**config.mk**
```make
export PLATFORM = sky130hd
export DESIGN_NAME = cnt_host_seq
export DESIGN_NICKNAME = d
export VERILOG_FILES = /design/src/rtl/cnt_host_seq.sv
export SDC_FILE = /design/constraint.sdc
export NUM_CORES = 1
export LEC_CHECK = 0
export BUFFER_PORTS_ARGS = -buffer_cell sky130_fd_sc_hd__buf_2
export CAP_MARGIN = 10
export CORE_UTILIZATION = 40
export DETAILED_ROUTE_END_ITERATION = 8
export SETUP_SLACK_MARGIN = 0.1
export SYNTH_ARGS = -nofsm -noshare
export SYNTH_HDL_FRONTEND = slang
export SYNTH_SLANG_ARGS = --single-unit
```
**constraint.sdc**
```tcl
create_clock -name clk -period 3.93 [get_ports clk]
set_input_delay 0.5895 -clock clk [delete_from_list [all_inputs] [get_ports clk]]
set_output_delay 0.5895 -clock clk [all_outputs]
set_load 0.005 [all_outputs]
```
**src/rtl/cnt_host_seq.sv**
```systemverilog
// Host-side sequencer/checker for the 8-bit loadable up-counter: loads a start
// value, applies N increments, then verifies the gated read-back (oe low and high).
module cnt_host_seq #(
  parameter int WIDTH   = 8,
  parameter int TALLY_W = 8
) (
  input  logic               clk,
  input  logic               rst_n,
  input  logic               start,
  input  logic               abort,
  input  logic [WIDTH-1:0]   load_val,
  input  logic [WIDTH-1:0]   inc_cnt,
  output logic [WIDTH-1:0]   cnt_load_data,
  output logic               cnt_set,
  output logic               cnt_en,
  output logic               cnt_oe,
  input  logic [WIDTH-1:0]   cnt_rd_data,
  output logic               busy,
  output logic               done,
  output logic [WIDTH-1:0]   rd_val,
  output logic               err_val,
  output logic               err_z,
  output logic [TALLY_W-1:0] pass_cnt,
  output logic [TALLY_W-1:0] fail_cnt
);

  typedef enum logic [2:0] {
    IDLE = 3'd0,
    LOAD = 3'd1,
    INC  = 3'd2,
    ZCHK = 3'd3,
    READ = 3'd4,
    DONE = 3'd5
  } state_t;

  localparam logic [WIDTH-1:0]   ONE_W   = WIDTH'(1);
  localparam logic [TALLY_W-1:0] ONE_T   = TALLY_W'(1);
  localparam logic [TALLY_W-1:0] TAL_MAX = {TALLY_W{1'b1}};

  state_t           state;
  logic [WIDTH-1:0] ld_r;
  logic [WIDTH-1:0] rem_r;
  logic [WIDTH-1:0] n_r;
  logic             z_bad;
  logic [WIDTH-1:0] exp_val;
  logic             val_bad;

  // Expected read-back wraps modulo 2^WIDTH by plain truncation.
  assign exp_val = ld_r + n_r;
  assign val_bad = (cnt_rd_data != exp_val);

  always_ff @(posedge clk or negedge rst_n) begin
    if (!rst_n) begin
      state    <= IDLE;
      ld_r     <= '0;
      rem_r    <= '0;
      n_r      <= '0;
      z_bad    <= 1'b0;
      rd_val   <= '0;
      err_val  <= 1'b0;
      err_z    <= 1'b0;
      pass_cnt <= '0;
      fail_cnt <= '0;
    end else if (abort) begin
      state <= IDLE;
    end else begin
      case (state)
        IDLE: begin
          if (start) begin
            ld_r  <= load_val;
            rem_r <= inc_cnt;
            n_r   <= inc_cnt;
            state <= LOAD;
          end
        end
        LOAD: state <= (rem_r != '0) ? INC : ZCHK;
        INC: begin
          rem_r <= rem_r - ONE_W;
          if (rem_r == ONE_W) state <= ZCHK;
        end
        ZCHK: begin
          z_bad <= (cnt_rd_data != '0);
          state <= READ;
        end
        READ: begin
          // Status and tallies commit together as the run enters DONE.
          rd_val  <= cnt_rd_data;
          err_val <= val_bad;
          err_z   <= z_bad;
          if (val_bad || z_bad) begin
            if (fail_cnt != TAL_MAX) fail_cnt <= fail_cnt + ONE_T;
          end else begin
            if (pass_cnt != TAL_MAX) pass_cnt <= pass_cnt + ONE_T;
          end
          state <= DONE;
        end
        DONE:    state <= IDLE;
        default: state <= IDLE;
      endcase
    end
  end

  assign cnt_load_data = ld_r;
  assign cnt_set       = (state == LOAD);
  assign cnt_en        = (state == INC);
  assign cnt_oe        = (state == READ);
  assign done          = (state == DONE);
  assign busy          = (state == LOAD) || (state == INC) ||
                         (state == ZCHK) || (state == READ);

endmodule
```
-- Yosys cells after proc, flatten, opt, wreduce, memory -nomap -nowiden
Index checks and enable logic that the tools add are counted.
- output and inout bits: 39
- register bits: 54
- $add $sub $neg: 4
- reductions and logical operators: 15
- bitwise gates (word level): 2
- muxes and demuxes: 7
- eq/ne operators: 12
- operator list (kind ; number):
    $add A8 B1 Y8 const B ; 2
    $ne A8 B8 Y1 const B ; 2
    $pmux W8 S2 ; 1
    $reduce_bool A8 Y1 ; 2
    $pmux W3 S5 ; 1
    $mux W3 ; 3
    $add A8 B8 Y8 ; 1
    $eq A8 B1 Y1 const B ; 1
    $mux W8 ; 1
    $ne A8 B8 Y1 ; 1
    $reduce_and A4 Y1 ; 2
    $sub A8 B1 Y8 const B ; 1
    $eq A3 B2 Y1 const B ; 2
    $eq A3 B3 Y1 const B ; 2
    $reduce_and A2 Y1 ; 3
    $reduce_and A3 Y1 ; 2
    $logic_or A1 B1 Y1 ; 4
    $eq A3 B1 Y1 const B ; 1
    $logic_not A3 Y1 ; 1
    $ne A3 B2 Y1 const B ; 1
    $ne A3 B3 Y1 const B ; 1
    $ne A2 B2 Y1 const B ; 1
    $not A1 Y1 ; 2
    $reduce_bool A2 Y1 ; 1
    $mux W1 ; 1

-- Logic depth before layout (Yosys ltp)
- depth in word-level cells: 5
- mapped depth: 9

-- Least setup slack after synthesis
No wires, ideal clock.
- path kind: reg-to-reg
- from: register ld_r[0], in the netlist cnt_load_data[0]
- to: register fail_cnt[1]
- period minus slack after synthesis: 2.634 ns
- stages on the path, launching flop included: 10
- arrival time: 2.509 ns
- setup slack: 1.296 ns
- required time: 3.805 ns
- cell sequence: dfrtp_1 > ha_1 > fa_1 > a211oi_2 > o21bai_2 > a21oi_4 > xnor2_2 > nor4_4 > nor3_2 > mux2_4
- longest elaborated chain between the ends: 4
- ends and longest elaborated chain (what ; line ; text):
    start: declaration ; 41 ; logic [WIDTH-1:0] ld_r;
    start signal: assignment ; 70 ; ld_r <= load_val;
    $add A8 B8 Y8 ; 49 ; assign exp_val = ld_r + n_r;
    $ne A8 B8 Y1 ; 50 ; assign val_bad = (cnt_rd_data != exp_val);
    $logic_or A1 B1 Y1 ; 90 ; if (val_bad || z_bad) begin
    $reduce_and A4 Y1 (no line) ; n/a ;
    end signal: assignment ; 91 ; if (fail_cnt != TAL_MAX) fail_cnt <= fail_cnt + ONE_T;
    end: declaration ; 24 ; output logic [TALLY_W-1:0] fail_cnt
No other way between the ends.
A chain may end at the register's enable or synchronous reset.

-- Worst setup path after layout
Ends and elaborated chain as after synthesis.

==> results.py <==
metrics = {
    "synthesis": {
        "yosys_warnings": 0,
        "synth_mux_area_frac": 0.07470,
        "synth-simple-area-share": 0.1921,
        "synthCells": 283,
        "yosys.area_share.xor_xnor": 0.08722,
        "synth_fa_ha_area_frac": 0.05440,
        "synth_top_family_by_area": "simple AND/OR/NAND/NOR gates",
        "dominantRegCellSynth": "dfrtp_1",
        "yosysSeqAreaShare": 0.4663,
        "synthArstFlopShare": 1.000,
        "syn_area_per_cell_um2": 10.24,
        "synth_area_um2": 2898,
        "synth_nets": 323,
        "synth_edf_count": 0,
        "synth_cell_types": 46,
        "synth-seq-cells": 54,
        "synth_compound_area_frac": 0.1075,
    },
    "global_routing": {
        "top_usage_layer": "met2",
        "use_met3": 0.03602,
        "grt_max_degree": 55,
        "use_met2": 0.2777,
        "first_global_vias": 2143,
        "grt_overflow": 0,
        "met1_usage": 0.2344,
        "antenna_found_initial": 0,
        "grt_pass1_wl_mm": 10.13,
        "track_usage": 0.1721,
    },
    "die": {
        "core_area_um2": 6907,
        "top_level_ports": 67,
        "start_util": 0.4196,
        "die_x_um": 87.12,
        "rows": 30,
        "dieArea_um2": 7589,
        "die_h_um": 87.12,
    },
    "cts": {
        "h-tree-depth": 2,
        "cts_root_buf": "clkbuf_8",
        "postCtsSetupBuffers": 0,
        "cts_tree": "yes",
        "clock_sinks": 54,
        "clkTransAtPathRegs_ns": 0.09,
        "numCtsBuffers": 5,
        "cts_hold_buf": 0,
        "cts_buffer_depth": 2,
        "clk-insertion-delay-late_ns": 0.30,
        "cts_resized": 0,
    },
    "place": {
        "place.gp.congestion": 0.8601,
        "dp_hpwl_mm": 4.654,
        "port_buffers": 66,
    },
    "detailed_routing": {
        "drt-wirelength-per-cell_um": 13.82,
        "drc": 0,
        "drt-initial-drc-count": 103,
        "ant_nets": 0,
        "routed_via_density": 5.070,
        "routed_wl_mm": 6.152,
        "first_pass_iters": 4,
        "vias": 2256,
    },
    "power": {
        "power_density_nw_per_um2": 542.4,
        "power.total_uw": 1851,
        "peakVddDrop_mv": 0.2247,
        "leakagePower_uw": 0.001708,
    },
    "sta": {
        "hold_violations": 0,
        "max_freq_mhz": 356.6,
        "slew_headroom": 0.3367,
        "slew_viol_final": 0,
        "fin_skew_ns": 0.01008,
        "setup_viol": 0,
        "fin_crit_sh": 0.7136,
        "tns_ns": 0,
        "period_needed_ns": 2.804,
        "rsz0062_at_grt": "no",
        "worst_pin_slew_ns": 0.9906,
    },
    "critical_path": {
        "crit_arrival_ns": 3.00,
        "worstPathRequired_ns": 4.13,
        "critPathLaunch": "cnt_load_data[0]",
        "critical_path_class": "reg2reg",
        "critPathCaptureType": "flop",
        "worstReg2RegStart": "cnt_load_data[0]",
        "path_max_fanout": 8,
        "worstSetupStartpointType": "flop",
    },
    "worst_hold_path": {
        "hold_class": "in2async",
    },
    "finish": {
        "multiInputGateArea_um2": 1501,
        "nFillCells": 694,
        "antennaDiodeCount": 0,
        "seq_area_um2": 1351,
        "nets": 389,
        "drive_above_1_share": 0.2951,
        "synthToLayoutAreaGrowth_pct": 17.79,
    },
    "outcome": {
        "status": "complete, no violations",
    },
    "run": {
        "drv_cap": 0,
    },
}
[cell type report]
class                      count  area share
clock buffer                   6     0.02126
clock inverter                 1    0.002199
inverter                       4    0.004399
multi-input combinational    216      0.4399
sequential                    54      0.3959
tap                           96     0.03519
timing repair buffer          68      0.1012
[cells by family (layout without fill, tap and decap cells)]
family | after synthesis | after routing
and+or+nand+nor | 109 | 109
buffers and inverters | 13 | 79
DFF | 54 | 54
adders and majority gates | 12 | 12
AOI/OAI and AO/OA | 48 | 48
xor gates and xnor gates | 28 | 28
muxes | 19 | 19
[per-stage QoR]
| stage | instance area (um2) | utilization | std cells | setup WS [ns] | hold slack, ns |
|---|---|---|---|---|---|
| 6_report | 3413 | 0.4942 | 445 | 1.126 | 0.4035 |
| 5_1_grt | 3413 | 0.4942 | 445 | 0.9243 | 0.4571 |
| 4_1_cts | 3413 | 0.4942 | 445 | 1.108 | 0.4252 |
| 3_5_place_dp | 3333 | 0.4826 | 438 | 1.120 | 0.4574 |
| 3_3_place_gp | 3333 | 0.4826 | 438 | 1.195 | 0.4544 |
| 2_1_floorplan | 2898 | - | 283 | 1.296 | 0.2939 |
[metal layers]
metal / vias up / wire (um)
met1: 1052 / 2989
met3: 6 / 297
met4: 0 / 59
li1: 1136 / -
met5: - / 0
met2: 62 / 2806
[worst paths after layout]
check                         endpoint  slack [ns]  cells past startpoint
setup reg to reg           fail_cnt[1]        1.13                      9
max in group asynchronous       n_r[7]        3.07                      2
setup / recovery           fail_cnt[1]        1.13                      9
min in group clk             rd_val[4]        0.47                      2
hold / removal             pass_cnt[3]        0.40                      2
hold reg to reg              rd_val[4]        0.47                      2
[sequential cells by signal (all words and copies together), names as in the netlist]
name           count
cnt_load_data      8
fail_cnt           8
n_r                8
pass_cnt           8
rd_val             8
rem_r              8
state              3
err_val            1
err_z              1
z_bad              1
[layout by cell type (no fill, tap or decap), types with 2 or more instances in the layout]
master    instances
nor3b_1           2
ha_1             11
nor2_1           20
nand3_1           7
xor2_1           12
a32oi_1           2
nand2_1          42
inv_1             4
buf_2            66
nand4_1           5
dfrtp_1          54
a22oi_1           2
nor4_4            2
a21o_1            3
nor3_1           11
buf_4             2
clkbuf_8          5
o21ai_0          18
mux2_2           17
and3_1            6
nor4_1            4
or3_1             2
xnor2_1          15
a21oi_1          12
[critical path, cell delays in order, from the launching register on]
cell      delay, ns
dfrtp_1        0.40
ha_1           0.24
fa_1           0.43
a211oi_2       0.25
nor2_1         0.09
xnor2_1        0.15
nand3_1        0.20
nor4_4         0.50
nor3_2         0.13
mux2_4         0.31
[report_power, final]
| group | total [uW] | internal (uW) | leakage [uW] | switching (uW) |
|---|---|---|---|---|
| sequential | 799 | 685 | 0.000694 | 114 |
| combinational | 756 | 358 | 0.000976 | 399 |
| clock | 296 | 123 | 0.0000373 | 173 |
[synth_stat cells (2+ instances only)]
master    number  share of area
dfrtp_1       54           0.47
nand2_1       42          0.054
nor2_1        20          0.026
o21ai_0       18          0.031
mux2_2        17          0.066
xnor2_1       15          0.045
a21oi_1       12          0.021
xor2_1        12          0.036
ha_1          11          0.047
nor3_1        11          0.019
clkbuf_1       7         0.0091
nand3_1        7          0.012
and3_1         6          0.013
nand4_1        5          0.011
inv_1          4         0.0052
nor4_1         4         0.0086
a21o_1         3         0.0078
a22oi_1        2         0.0052
a32oi_1        2         0.0060
buf_2          2         0.0035
nor3b_1        2         0.0052
nor4_4         2          0.015
or3_1          2         0.0043
Power figures use the tool's default switching activity.
